===== src/rtl/reg_file_arb.sv =====
// Two-requester arbiter in front of a single-ported 8 x 8-bit register file.
// Optional macro ARB_FIXED_PRIO_EN: requester A always wins ties (default is round-robin).
module reg_file_arb (
    input  logic       CLK,
    input  logic       RST,
    input  logic       A_REQ,
    input  logic       A_WE,
    input  logic [2:0] A_ADDR,
    input  logic [7:0] A_WDATA,
    output logic       A_GNT,
    output logic       A_RVALID,
    output logic [7:0] A_RDATA,
    input  logic       B_REQ,
    input  logic       B_WE,
    input  logic [2:0] B_ADDR,
    input  logic [7:0] B_WDATA,
    output logic       B_GNT,
    output logic       B_RVALID,
    output logic [7:0] B_RDATA,
    output logic [2:0] BUS_ADDR,
    output logic [7:0] BUS_DIN,
    output logic       BUS_WEN,
    output logic       BUS_OEN,
    input  logic [7:0] BUS_DOUT,
    output logic       BUSY
);
    localparam int ADDR_W = 3;
    localparam int DATA_W = 8;

    typedef enum logic [1:0] {
        IDLE  = 2'd0,
        ISSUE = 2'd1,
        RESP  = 2'd2
    } state_t;

    state_t              state;
    state_t              state_nxt;
    logic                accept;
    logic                pick_b;
    logic                win;
    logic                win_nxt;
    logic                wr;
    logic                wr_nxt;
    logic                a_gnt_nxt;
    logic                b_gnt_nxt;
    logic                a_rv_nxt;
    logic                b_rv_nxt;
    logic [DATA_W-1:0]   a_rdata_nxt;
    logic [DATA_W-1:0]   b_rdata_nxt;
    logic [ADDR_W-1:0]   addr_nxt;
    logic [DATA_W-1:0]   din_nxt;
    logic                wen_nxt;
    logic                oen_nxt;
    logic                busy_nxt;

    assign accept = (state == IDLE) && (A_REQ || B_REQ);

`ifdef ARB_FIXED_PRIO_EN
    assign pick_b = B_REQ && !A_REQ;
`else
    // last winner: 0 = A, 1 = B; resetting to B makes A win the first tie
    logic last;

    assign pick_b = B_REQ && (!A_REQ || !last);

    always_ff @(posedge CLK or posedge RST) begin
        if (RST) begin
            last <= 1'b1;
        end else if (accept) begin
            last <= pick_b;
        end
    end
`endif

    always_ff @(posedge CLK or posedge RST) begin
        if (RST) begin
            state <= IDLE;
        end else begin
            state <= state_nxt;
        end
    end

    always_comb begin
        state_nxt = state;
        case (state)
            IDLE:    if (accept) state_nxt = ISSUE;
            ISSUE:   state_nxt = wr ? IDLE : RESP;
            RESP:    state_nxt = IDLE;
            default: state_nxt = IDLE;
        endcase
    end

    // next values for the registered outputs; bus address/data and read data hold by default
    always_comb begin
        win_nxt     = win;
        wr_nxt      = wr;
        addr_nxt    = BUS_ADDR;
        din_nxt     = BUS_DIN;
        a_rdata_nxt = A_RDATA;
        b_rdata_nxt = B_RDATA;
        a_gnt_nxt   = 1'b0;
        b_gnt_nxt   = 1'b0;
        a_rv_nxt    = 1'b0;
        b_rv_nxt    = 1'b0;
        wen_nxt     = 1'b0;
        oen_nxt     = 1'b0;
        busy_nxt    = (state_nxt != IDLE);
        case (state)
            IDLE: begin
                if (accept) begin
                    win_nxt   = pick_b;
                    wr_nxt    = pick_b ? B_WE    : A_WE;
                    addr_nxt  = pick_b ? B_ADDR  : A_ADDR;
                    din_nxt   = pick_b ? B_WDATA : A_WDATA;
                    wen_nxt   = wr_nxt;
                    oen_nxt   = !wr_nxt;
                    a_gnt_nxt = !pick_b;
                    b_gnt_nxt = pick_b;
                end
            end
            RESP: begin
                if (win) begin
                    b_rdata_nxt = BUS_DOUT;
                    b_rv_nxt    = 1'b1;
                end else begin
                    a_rdata_nxt = BUS_DOUT;
                    a_rv_nxt    = 1'b1;
                end
            end
            default: ;
        endcase
    end

    always_ff @(posedge CLK or posedge RST) begin
        if (RST) begin
            win      <= 1'b0;
            wr       <= 1'b0;
            A_GNT    <= 1'b0;
            B_GNT    <= 1'b0;
            A_RVALID <= 1'b0;
            B_RVALID <= 1'b0;
            A_RDATA  <= '0;
            B_RDATA  <= '0;
            BUS_ADDR <= '0;
            BUS_DIN  <= '0;
            BUS_WEN  <= 1'b0;
            BUS_OEN  <= 1'b0;
            BUSY     <= 1'b0;
        end else begin
            win      <= win_nxt;
            wr       <= wr_nxt;
            A_GNT    <= a_gnt_nxt;
            B_GNT    <= b_gnt_nxt;
            A_RVALID <= a_rv_nxt;
            B_RVALID <= b_rv_nxt;
            A_RDATA  <= a_rdata_nxt;
            B_RDATA  <= b_rdata_nxt;
            BUS_ADDR <= addr_nxt;
            BUS_DIN  <= din_nxt;
            BUS_WEN  <= wen_nxt;
            BUS_OEN  <= oen_nxt;
            BUSY     <= busy_nxt;
        end
    end

endmodule

===== config.mk =====
export PLATFORM = sky130hd
export DESIGN_NAME = reg_file_arb
export DESIGN_NICKNAME = d
export VERILOG_FILES = /design/src/rtl/reg_file_arb.sv
export SDC_FILE = /design/constraint.sdc
export NUM_CORES = 1
export LEC_CHECK = 0
export ABC_AREA = 0
export CAP_MARGIN = 20
export CORE_ASPECT_RATIO = 1.1
export CORE_MARGIN = 4
export CORE_UTILIZATION = 41
export DETAILED_ROUTE_END_ITERATION = 10
export GPL_TIMING_DRIVEN = 0
export PLACE_DENSITY = 0.8
export SKIP_CTS_REPAIR_TIMING = 1
export SYNTH_ARGS = -nofsm -noshare
export SYNTH_HDL_FRONTEND = slang
export SYNTH_SLANG_ARGS = --single-unit

===== constraint.sdc =====
create_clock -name CLK -period 1.8 [get_ports CLK]
set_input_delay 0.45 -clock CLK [delete_from_list [all_inputs] [get_ports CLK]]
set_output_delay 0.45 -clock CLK [all_outputs]
set_load 0.02 [all_outputs]

Yosys cells after proc, flatten, opt, wreduce, memory -nomap -nowiden
Index checks and enable logic that the tools add are counted.
W data, S select, Z words.

storage, ports and cells
  logic and storage cells = 49
  RAM bits = 0
  output and inout bits = 34
  memories kept = 0
  ROM bits = 0
  input bits = 36
  latch bits = 0
  register bits = 39

operators by class
  mux-type cells = 18
  add/subtract/negate cells = 0
  shift operators = 0
  reductions and logical operators = 13
  $lt $le $gt $ge = 0
  eq/ne operators = 2
  $mul = 0
  bitwise logic cells = 1
  div/mod/pow operators = 0

operators with widths
  cell                  count
  $mux W1               13
  $mux W8               1
  $reduce_and A2 Y1     3
  $logic_not A1 Y1      4
  $mux W2               2
  $pmux W2 S2           1
  $mux W3               1
  $eq A2 B1 Y1 const B  1
  $eq A2 B2 Y1 const B  1
  $logic_and A1 B1 Y1   2
  $logic_not A2 Y1      1
  $logic_or A1 B1 Y1    2
  $reduce_bool A2 Y1    1
  $not A1 Y1            1

Depth between registers and ports, before layout
Gate-level depths: netlist (run 1).

  depth after elaboration = 7
  depth in mapped cells = 4
  gate-level depth less buffers = 3

Least setup slack after synthesis (run 1)
OpenSTA, ideal clock, no wires.

  path type = input -> register
  start point = input port B_REQ
  end point = register BUS_ADDR[2]
  library setup time = 0.126 ns
  required time = 1.674 ns
  arrival time = 1.139 ns
  path buffers = 1
  setup slack = 0.535 ns
  stages = 4
  cells stage by stage = a21boi_2 buf_4 and3_1 a221o_1

on the way
  longest elaborated chain between the ends = 3

ends and longest elaborated chain
  item                         line  text
  start: declaration           13    input logic B_REQ,
  $logic_or A1 B1 Y1           56    assign accept = (state == IDLE) && (A_REQ || B_REQ);
  $logic_and A1 B1 Y1          56
  $reduce_and A2 Y1 (no line)  --
  end signal: assignment       158   BUS_ADDR <= addr_nxt;
  end: declaration             20    output logic [2:0] BUS_ADDR,

Several ways; a longest one is shown, not always the timed one.
A chain may end at the register's enable or synchronous reset.

Worst setup path after layout (run 1)
  start point = register BUS_DIN[5]
  end point = output port BUS_DIN[5]

RTL lines
  item                      line  text
  start: declaration        21    output logic [7:0] BUS_DIN,
  start signal: assignment  159   BUS_DIN <= din_nxt;

No word-level cell between the ends.

==> results of run 1 <==
[power groups by stage]
stage | registers (mW) | clock network (mW) | logic, mW
after global placement | 1.53 | 0 | 2.09
after detailed placement | 1.55 | 0 | 2.15
final | 1.54 | 0.616 | 2.11
after floorplan | 1.97 | 0 | 0.741
after global routing | 1.60 | 0.667 | 2.26
after CTS | 1.54 | 0.638 | 2.14
[cell families (layout without fill, tap and decap cells)]
kind of cell	Yosys count	after routing	share of synthesized area
simple gates	21	21	0.0928
mux	18	18	0.130
flops	39	39	0.635
compound gates	16	16	0.104
buf+inv	9	87	0.0374
[worst max-delay path by stage]
stage                             end               startpoint  slack (ns)  cells past startpoint
2_1_floorplan         A_GNT$_DFF_PP0_                      RST        0.46                      1
3_3_place_gp   BUS_DIN[1]$_DFFE_PP0P_                      RST       -0.27                      2
3_5_place_dp        BUS_OEN$_DFF_PP0_                    B_REQ       -0.19                      5
4_1_cts                   BUS_ADDR[0]  BUS_ADDR[0]$_DFFE_PP0P_        0.08                      1
5_1_grt                   BUS_ADDR[1]  BUS_ADDR[1]$_DFFE_PP0P_        0.04                      1
6_report                   BUS_DIN[5]   BUS_DIN[5]$_DFFE_PP0P_        0.09                      1
[layer usage]
| metal | vias to the layer above | share of wire |
|---|---|---|
| met5 | - | 0 |
| met3 | 4 | 0.11 |
| met1 | 531 | 0.42 |
| met2 | 65 | 0.46 |
| met4 | 0 | 0.014 |
| li1 | 529 | - |
[worst register-to-register path, delay by kind of cell, from the launching register on]
family | cells | cell delay (ns)
simple gates | 1 | 0.19
flops | 1 | 0.43
compound gates | 2 | 0.46
buf+inv | 1 | 0.16
[cell type report]
class | count | area (um^2) | share of cell area
Tap cell | 50 | 62.6 | 0.0258
Clock buffer | 8 | 100 | 0.0413
Inverter | 4 | 15.0 | 0.00620
Timing Repair Buffer | 70 | 718 | 0.296
Multi-Input combinational cell | 55 | 507 | 0.209
Sequential cell | 39 | 977 | 0.403
Buffer | 5 | 42.5 | 0.0176
[cell usage in the layout, fill, tap and decap left out, types with 2 or more instances in the layout]
| cell type | count |
|---|---|
| a21o_1 | 2 |
| a221o_1 | 9 |
| a221o_2 | 2 |
| and3_1 | 9 |
| and3_2 | 2 |
| buf_4 | 2 |
| buf_6 | 2 |
| clkbuf_8 | 7 |
| clkdlybuf4s50_1 | 69 |
| dfrtp_1 | 38 |
| inv_1 | 4 |
| mux2_2 | 16 |
| nor2_1 | 2 |
[metrics by stage]
step                cells  total power [mW]  worst slack [ns]
floorplan             103              2.71             0.462
global placement      222              3.62            -0.266
detailed placement    223              3.69            -0.190
CTS                   231              4.32            0.0803
global route          231              4.52            0.0399
finish                231              4.27            0.0874
[flip-flops by register name (all words and copies together), names as in the netlist]
| name | flops |
|---|---|
| A_RVALID | 1 |
| win | 1 |
| B_RVALID | 1 |
| B_RDATA | 8 |
| wr | 1 |
| BUS_DIN | 8 |
| A_RDATA | 8 |
| B_GNT | 1 |
| BUS_ADDR | 3 |
| BUS_OEN | 1 |
| last | 1 |
| A_GNT | 1 |
| BUSY | 1 |
| state | 2 |
| BUS_WEN | 1 |
==> impl_metrics.toml, run 1 <==
[placement]
place_area_mm2 = 0.00232
dp_hpwl_mm = 2.66
port_buffers = 69
gp_congestion = 0.741

[timing]
fin_crit_ns = 1.71
slew_headroom = 0.476
worstMarginPinSlew_ns = 0.785
fin_crit_sh = 0.951
final-hold-violation-count = 0
tns_ns = 0
fmax_mhz = 584
clock_skew_ns = 0.00425
rsz0062_at_grt = "no"
hold-worst-slack_ns = 0.505
slew_violations = 0
setup_violations = 0

[global_route]
overflow = 0
use_met2 = 0.248
grt_pass1_vias = 1218
antenna_found_initial = 0
grt_max_degree = 22
grt_busiest_layer = "met2"
globalRouteMet1Util = 0.174
grt_util_all_layers = 0.151
use_met3 = 0.0697
grt_pass1_wl_mm = 5.51

[synth]
synthFlopType = "dfrtp_1"
synth_cell_type_count = 25
synth_common_cells = "dfrtp_1, mux2_2, a221o_1, and3_1, inv_1"
yosysMostFrequentCell = "dfrtp_1"
synthesis.nets = 139
synth-edff-count = 0
synth_top_cell_by_area = "dfrtp_1"
yosysTopAreaCellShare = 0.618
netlist_top_cells_area = "dfrtp_1, mux2_2, a221o_1"
avgSynthCellArea_um2 = 14.9
synth-seq-cells = 39
synthArstFlopShare = 1.00
syn_area_mm2 = 0.00154
ys_seq_area_frac = 0.635
synth_cells = 103
yosysWarnings = 0

[final_layout]
area_growth_syn_to_layout_pct = 57.5
nNetsFinal = 216
final_cell_area_mm2 = 0.00242
fill_cells = 282
drive_above_1_share = 0.221
n_antenna_cell = 0
utilization = 0.668

[detailed_routing]
ant_nets = 0
postRouteWirelength_mm = 3.35
drc_errors = 0
drtIter0Drc = 32
routed-via-count = 1129
viasPerCell = 4.89
firstDrtPassIters = 4
drt-wirelength-per-cell_um = 14.5

[clocking]
insertion_delay_ns = 0.28
clock_path_buffers = 2
cts-root-buf = "clkbuf_8"
htree_levels = 2
cts_tree = "yes"
numCtsBuffers = 5
cts.sinks = 39
path_clk_slew_ns = 0.07

[min_path]
min_path_cells = 3
hold_class = "flip-flop to flip-flop"
min_from = "wr$_DFFE_PP0P_"
holdPathEnd = "state[1]$_DFF_PP0_"

[worst_setup_path]
critical_path_class = "flip-flop to output pin"
timing.rr.start = "state[0]$_DFF_PP0_"
crit_path_start_kind = "flip-flop"
path_cells = "clkdlybuf4s50_1"
cp-end-kind = "output pin"
cp.arrival_ns = 1.26
worstReg2RegEnd = "BUS_DIN[7]$_DFFE_PP0P_"
cp.required_ns = 1.35
crit_path_top_delay_cell = "clkdlybuf4s50_1"
worst-path-buf-inv = 1
cpPeakStageDelay_ns = 0.61
rrSetupSlack_ns = 0.44
worstPathMaxFanout = 2
rr_worst_depth = 4
critPathTopFamily = "buffers and inverters"

[pwr]
powerDensity_mw_per_mm2 = 1760
seqPwrFrac = 0.360
switching_share = 0.344
power_frac_comb = 0.495
peakVddDrop_uv = 752
pwr-share-clk = 0.144
p_int_mw = 2.80
power.leakage_nw = 1.09
power.net_switching_mw = 1.47

[flow_run]
max-cap-violations = 0

[floorplan]
die_y_um = 72.2
row_count = 23
die-area_mm2 = 0.00480
die_w_um = 66.4
initial_core_util = 0.424
io_pins = 70
coreArea_mm2 = 0.00363

[outcome]
status = "completed"
Note: power is estimated with default switching activity, not from simulation.
==> run 2: changes to the inputs <==
--- a/config.mk
+++ b/config.mk
@@ -6,12 +6,11 @@
 export NUM_CORES = 1
 export LEC_CHECK = 0
 export ABC_AREA = 0
-export CAP_MARGIN = 20
 export CORE_ASPECT_RATIO = 1.1
 export CORE_MARGIN = 4
 export CORE_UTILIZATION = 41
 export DETAILED_ROUTE_END_ITERATION = 10
-export GPL_TIMING_DRIVEN = 0
+export GPL_TIMING_DRIVEN = 1
 export PLACE_DENSITY = 0.8
 export SKIP_CTS_REPAIR_TIMING = 1
 export SYNTH_ARGS = -nofsm -noshare
==> run 2 against run 1 <==
Largest cell class unchanged. Clock skew fell by 0.0033 ns. Clock power barely moved. Final area fell by 1.3%. Setup slack got worse by 0.010 ns. Maximum frequency fell by 0.60%. Utilization fell by 0.86 points. Flip-flop and latch count did not move. Final cell count fell by 0.87%.
==> impl_metrics.toml, run 2 (same netlist as run 1, synthesis figures left out) <==
[min_path]
hold_class = "flip-flop to flip-flop"

[timing]
fmax_mhz = 580
slew_headroom = 0.697
slew_violations = 0
fin_crit_ns = 1.72
final-hold-violation-count = 0
clock_skew_ns = 0.000974
setup_violations = 0
rsz0062_at_grt = "no"
fin_crit_sh = 0.957
worstMarginPinSlew_ns = 0.452
tns_ns = 0

[floorplan]
row_count = 23
coreArea_mm2 = 0.00363
die_y_um = 72.2
die-area_mm2 = 0.00480
die_w_um = 66.4
io_pins = 70
initial_core_util = 0.424

[clocking]
insertion_delay_ns = 0.28
htree_levels = 2
numCtsBuffers = 5
cts-root-buf = "clkbuf_8"
path_clk_slew_ns = 0.07
clock_path_buffers = 2
cts_tree = "yes"
cts.sinks = 39

[detailed_routing]
viasPerCell = 4.76
drt-wirelength-per-cell_um = 14.4
postRouteWirelength_mm = 3.30
drtIter0Drc = 31
ant_nets = 0
routed-via-count = 1091
firstDrtPassIters = 2
drc_errors = 0

[worst_setup_path]
crit_path_top_delay_cell = "clkdlybuf4s50_1"
cp.arrival_ns = 1.27
cp-end-kind = "output pin"
worstPathMaxFanout = 2
cp.required_ns = 1.35
critPathTopFamily = "buffers and inverters"
worst-path-buf-inv = 1
cpPeakStageDelay_ns = 0.62
path_cells = "clkdlybuf4s50_1"
critical_path_class = "flip-flop to output pin"
crit_path_start_kind = "flip-flop"

[pwr]
power.leakage_nw = 1.07
peakVddDrop_uv = 712
switching_share = 0.347
pwr-share-clk = 0.146
power.net_switching_mw = 1.46
power_frac_comb = 0.489
powerDensity_mw_per_mm2 = 1760
p_int_mw = 2.75
power_mw = 4.21
seqPwrFrac = 0.365

[final_layout]
layout_common_cells = "clkdlybuf4s50_1, dfrtp_1, mux2_2"
n_antenna_cell = 0
layout_commonest_cell = "clkdlybuf4s50_1"
area_growth_syn_to_layout_pct = 55.5
nNetsFinal = 214
drive_above_1_share = 0.207
reg.largest.list = "A_RDATA: 8 flops, BUS_DIN: 8 flops, B_RDATA: 8 flops"

[placement]
gp_congestion = 0.695
port_buffers = 69
dp_hpwl_mm = 2.64

[global_route]
grt_pass1_wl_mm = 5.44
overflow = 0
grt_pass1_vias = 1228
grt_util_all_layers = 0.151
antenna_found_initial = 0
grt_max_degree = 40

[outcome]
status = "completed"

[flow_run]
max-cap-violations = 0
## run 2: stage by stage
stage                     hold WS, ns  std cells  instance area [um^2]  setup slack, ns   util
after floorplan                 0.471        103                  1540            0.462      -
after global placement          0.486        221                  2290          -0.0131  0.632
after detailed placement        0.495        221                  2290          -0.0746  0.632
after CTS                       0.511        229                  2390           0.0657  0.659
after global routing            0.525        229                  2390           0.0358  0.659
final                           0.506        229                  2390           0.0770  0.659
## run 2: worst paths after layout
kind	startpoint	end	cells past startpoint	slack, ns
max	BUS_DIN[1]$_DFFE_PP0P_	BUS_DIN[1]	1	0.08
min	A_RDATA[4]$_DFFE_PP0P_	A_RDATA[4]$_DFFE_PP0P_	1	0.51
max reg2reg	state[1]$_DFF_PP0_	BUS_ADDR[1]$_DFFE_PP0P_	3	0.35
min reg2reg	A_RDATA[4]$_DFFE_PP0P_	A_RDATA[4]$_DFFE_PP0P_	1	0.51
max in group asynchronous	RST	last$_DFFE_PP1N_	3	1.03
min in group asynchronous	RST	B_RDATA[0]$_DFFE_PP0P_	3	0.52
## run 2: per-layer routing
metal / up-vias / share of wire / global-route usage
met5: - / 0 / 0
li1: 523 / - / -
met3: 5 / 0.11 / 0.0557
met2: 69 / 0.46 / 0.252
met4: 0 / 0.016 / 0.0677
met1: 494 / 0.41 / 0.171
## run 2: cell type report
type | count | area (um^2)
tap | 50 | 62.6
sequential | 39 | 977
fill | 284 | 1230
inverter | 4 | 15.0
clock buffer | 8 | 100
multi-input combinational | 55 | 503
timing repair buffer | 73 | 733
## run 2: power by group through the flow
stage	Clock, mW	Combinational [mW]	Sequential (mW)
3_3_place_gp	0	2.04	1.54
2_1_floorplan	0	0.741	1.97
5_1_grt	0.668	2.20	1.60
3_5_place_dp	0	2.10	1.55
6_report	0.615	2.06	1.54
4_1_cts	0.640	2.09	1.55
==> run 3: changes to the inputs <==
--- a/config.mk
+++ b/config.mk
@@ -11,7 +11,7 @@
 export CORE_UTILIZATION = 41
 export DETAILED_ROUTE_END_ITERATION = 10
 export GPL_TIMING_DRIVEN = 1
-export PLACE_DENSITY = 0.8
+export PLACE_DENSITY = 0.75
 export SKIP_CTS_REPAIR_TIMING = 1
 export SYNTH_ARGS = -nofsm -noshare
 export SYNTH_HDL_FRONTEND = slang
==> run 3 against run 2 <==
Final cell count is the same. Highest routed layer unchanged. Critical path depth did not move. Clock-buffer cell count down 1. Hold slack barely moved. Non-clock buffer count unchanged.
==> impl_metrics.toml, run 3 (same netlist as run 1, synthesis figures left out) <==
[timing]
fmax_mhz = 572
final-hold-violation-count = 0
slew_violations = 0
setup_violations = 0
fin_crit_ns = 1.75
slew_headroom = 0.675
hold-worst-slack_ns = 0.506
worstMarginPinSlew_ns = 0.485
fin_crit_sh = 0.971
rsz0062_at_grt = "no"
tns_ns = 0
clock_skew_ns = 0.00449

[detailed_routing]
firstDrtPassIters = 4
ant_nets = 0
routed-via-count = 1116
drt-wirelength-per-cell_um = 13.8
viasPerCell = 4.87
postRouteWirelength_mm = 3.17
drtIter0Drc = 23
drc_errors = 0

[global_route]
grt_util_all_layers = 0.150
globalRouteMet1Util = 0.179
overflow = 0
grt_busiest_layer = "met2"
use_met2 = 0.229
grt_max_degree = 40
use_met3 = 0.0774
grt_pass1_wl_mm = 5.44
antenna_found_initial = 0
grt_pass1_vias = 1230

[placement]
dp_hpwl_mm = 2.54
dp.cells = 221
gp_congestion = 0.709
port_buffers = 69

[pwr]
powerDensity_mw_per_mm2 = 1750
power_mw = 4.17
power.leakage_nw = 1.07
peakVddDrop_uv = 744

[worst_setup_path]
path_cells = "clkdlybuf4s50_1"
critPathTopFamily = "buffers and inverters"
cp.required_ns = 1.35
crit_path_top_delay_cell = "clkdlybuf4s50_1"
worstPathMaxFanout = 2
cp-end-kind = "output pin"
critical_path_class = "flip-flop to output pin"
crit_path_start_kind = "flip-flop"
cpPeakStageDelay_ns = 0.63
cp.arrival_ns = 1.30
worst-path-buf-inv = 1

[clocking]
insertion_delay_ns = 0.28
cts_tree = "yes"
path_clk_slew_ns = 0.07
clock_path_buffers = 2
cts-root-buf = "clkbuf_8"
htree_levels = 2
numCtsBuffers = 5
cts.sinks = 39

[final_layout]
stdcell_count = 229
reg.largest.list = "A_RDATA: 8 flops, BUS_DIN: 8 flops, B_RDATA: 8 flops"
area_growth_syn_to_layout_pct = 54.9
drive_above_1_share = 0.207
nNetsFinal = 214
layout_common_cells = "clkdlybuf4s50_1, dfrtp_1, mux2_2"
fill_cells = 304
multi_input_area_um2 = 503
n_antenna_cell = 0
regArea_um2 = 977
layout_commonest_cell = "clkdlybuf4s50_1"

[min_path]
hold_class = "input pin to async pin"

[outcome]
status = "completed"

[floorplan]
row_count = 23
coreArea_mm2 = 0.00363
die_y_um = 72.2
initial_core_util = 0.424
die-area_mm2 = 0.00480
die_w_um = 66.4
io_pins = 70

[flow_run]
max-cap-violations = 0
## run 3: changes by cell type in the layout (fill, tap and decap cells not counted), sizes merged
| cell | change |
|---|---|
| clkbuf | -1 |
| clkinv | +1 |
## run 3: area by class of cell
cell class / instances / share of cell area
Inverter: 4 / 0.00630
Clock buffer: 7 / 0.0362
Multi-Input combinational cell: 55 / 0.211
Sequential cell: 39 / 0.410
Timing Repair Buffer: 73 / 0.308
Clock inverter: 1 / 0.00210
Tap cell: 50 / 0.0263
## run 3: per-stage QoR
stage	instance area (um^2)	setup WS, ns	util
after floorplan	1540	0.462	-
after global placement	2290	-0.00220	0.632
after detailed placement	2290	-0.0495	0.632
after CTS	2380	0.0342	0.657
after global routing	2380	0.0191	0.657
final	2380	0.0524	0.657
## run 3: report_power, final
part           switching, mW  leakage, nW  internal, mW
clock network          0.271       0.0482         0.308
registers              0.234        0.477          1.30
logic                  0.954        0.545          1.10
total                   1.46         1.07          2.71
## run 3: path summary, 6_finish.rpt
check                                        from                      end  slack [ns]  cells past startpoint
setup / recovery           BUS_DIN[0]$_DFFE_PP0P_               BUS_DIN[0]        0.05                      1
hold / removal                                RST   B_RDATA[7]$_DFFE_PP0P_        0.51                      3
setup reg to reg               state[1]$_DFF_PP0_  BUS_ADDR[1]$_DFFE_PP0P_        0.34                      3
hold reg to reg            B_RDATA[3]$_DFFE_PP0P_   B_RDATA[3]$_DFFE_PP0P_        0.51                      1
max in group asynchronous                     RST         last$_DFFE_PP1N_        1.03                      3
min in group CLK           B_RDATA[3]$_DFFE_PP0P_   B_RDATA[3]$_DFFE_PP0P_        0.51                      1
## run 3: layer usage
layer | share of wire | vias up
met3 | 0.12 | 7
li1 | - | 523
met5 | 0 | -
met1 | 0.42 | 518
met2 | 0.44 | 68
met4 | 0.020 | 0
## run 3: worst min-delay path, cell delays in order
cell and delay [ns]:
clkdlybuf4s50_1 0.39, inv_1 0.09, buf_12 0.22
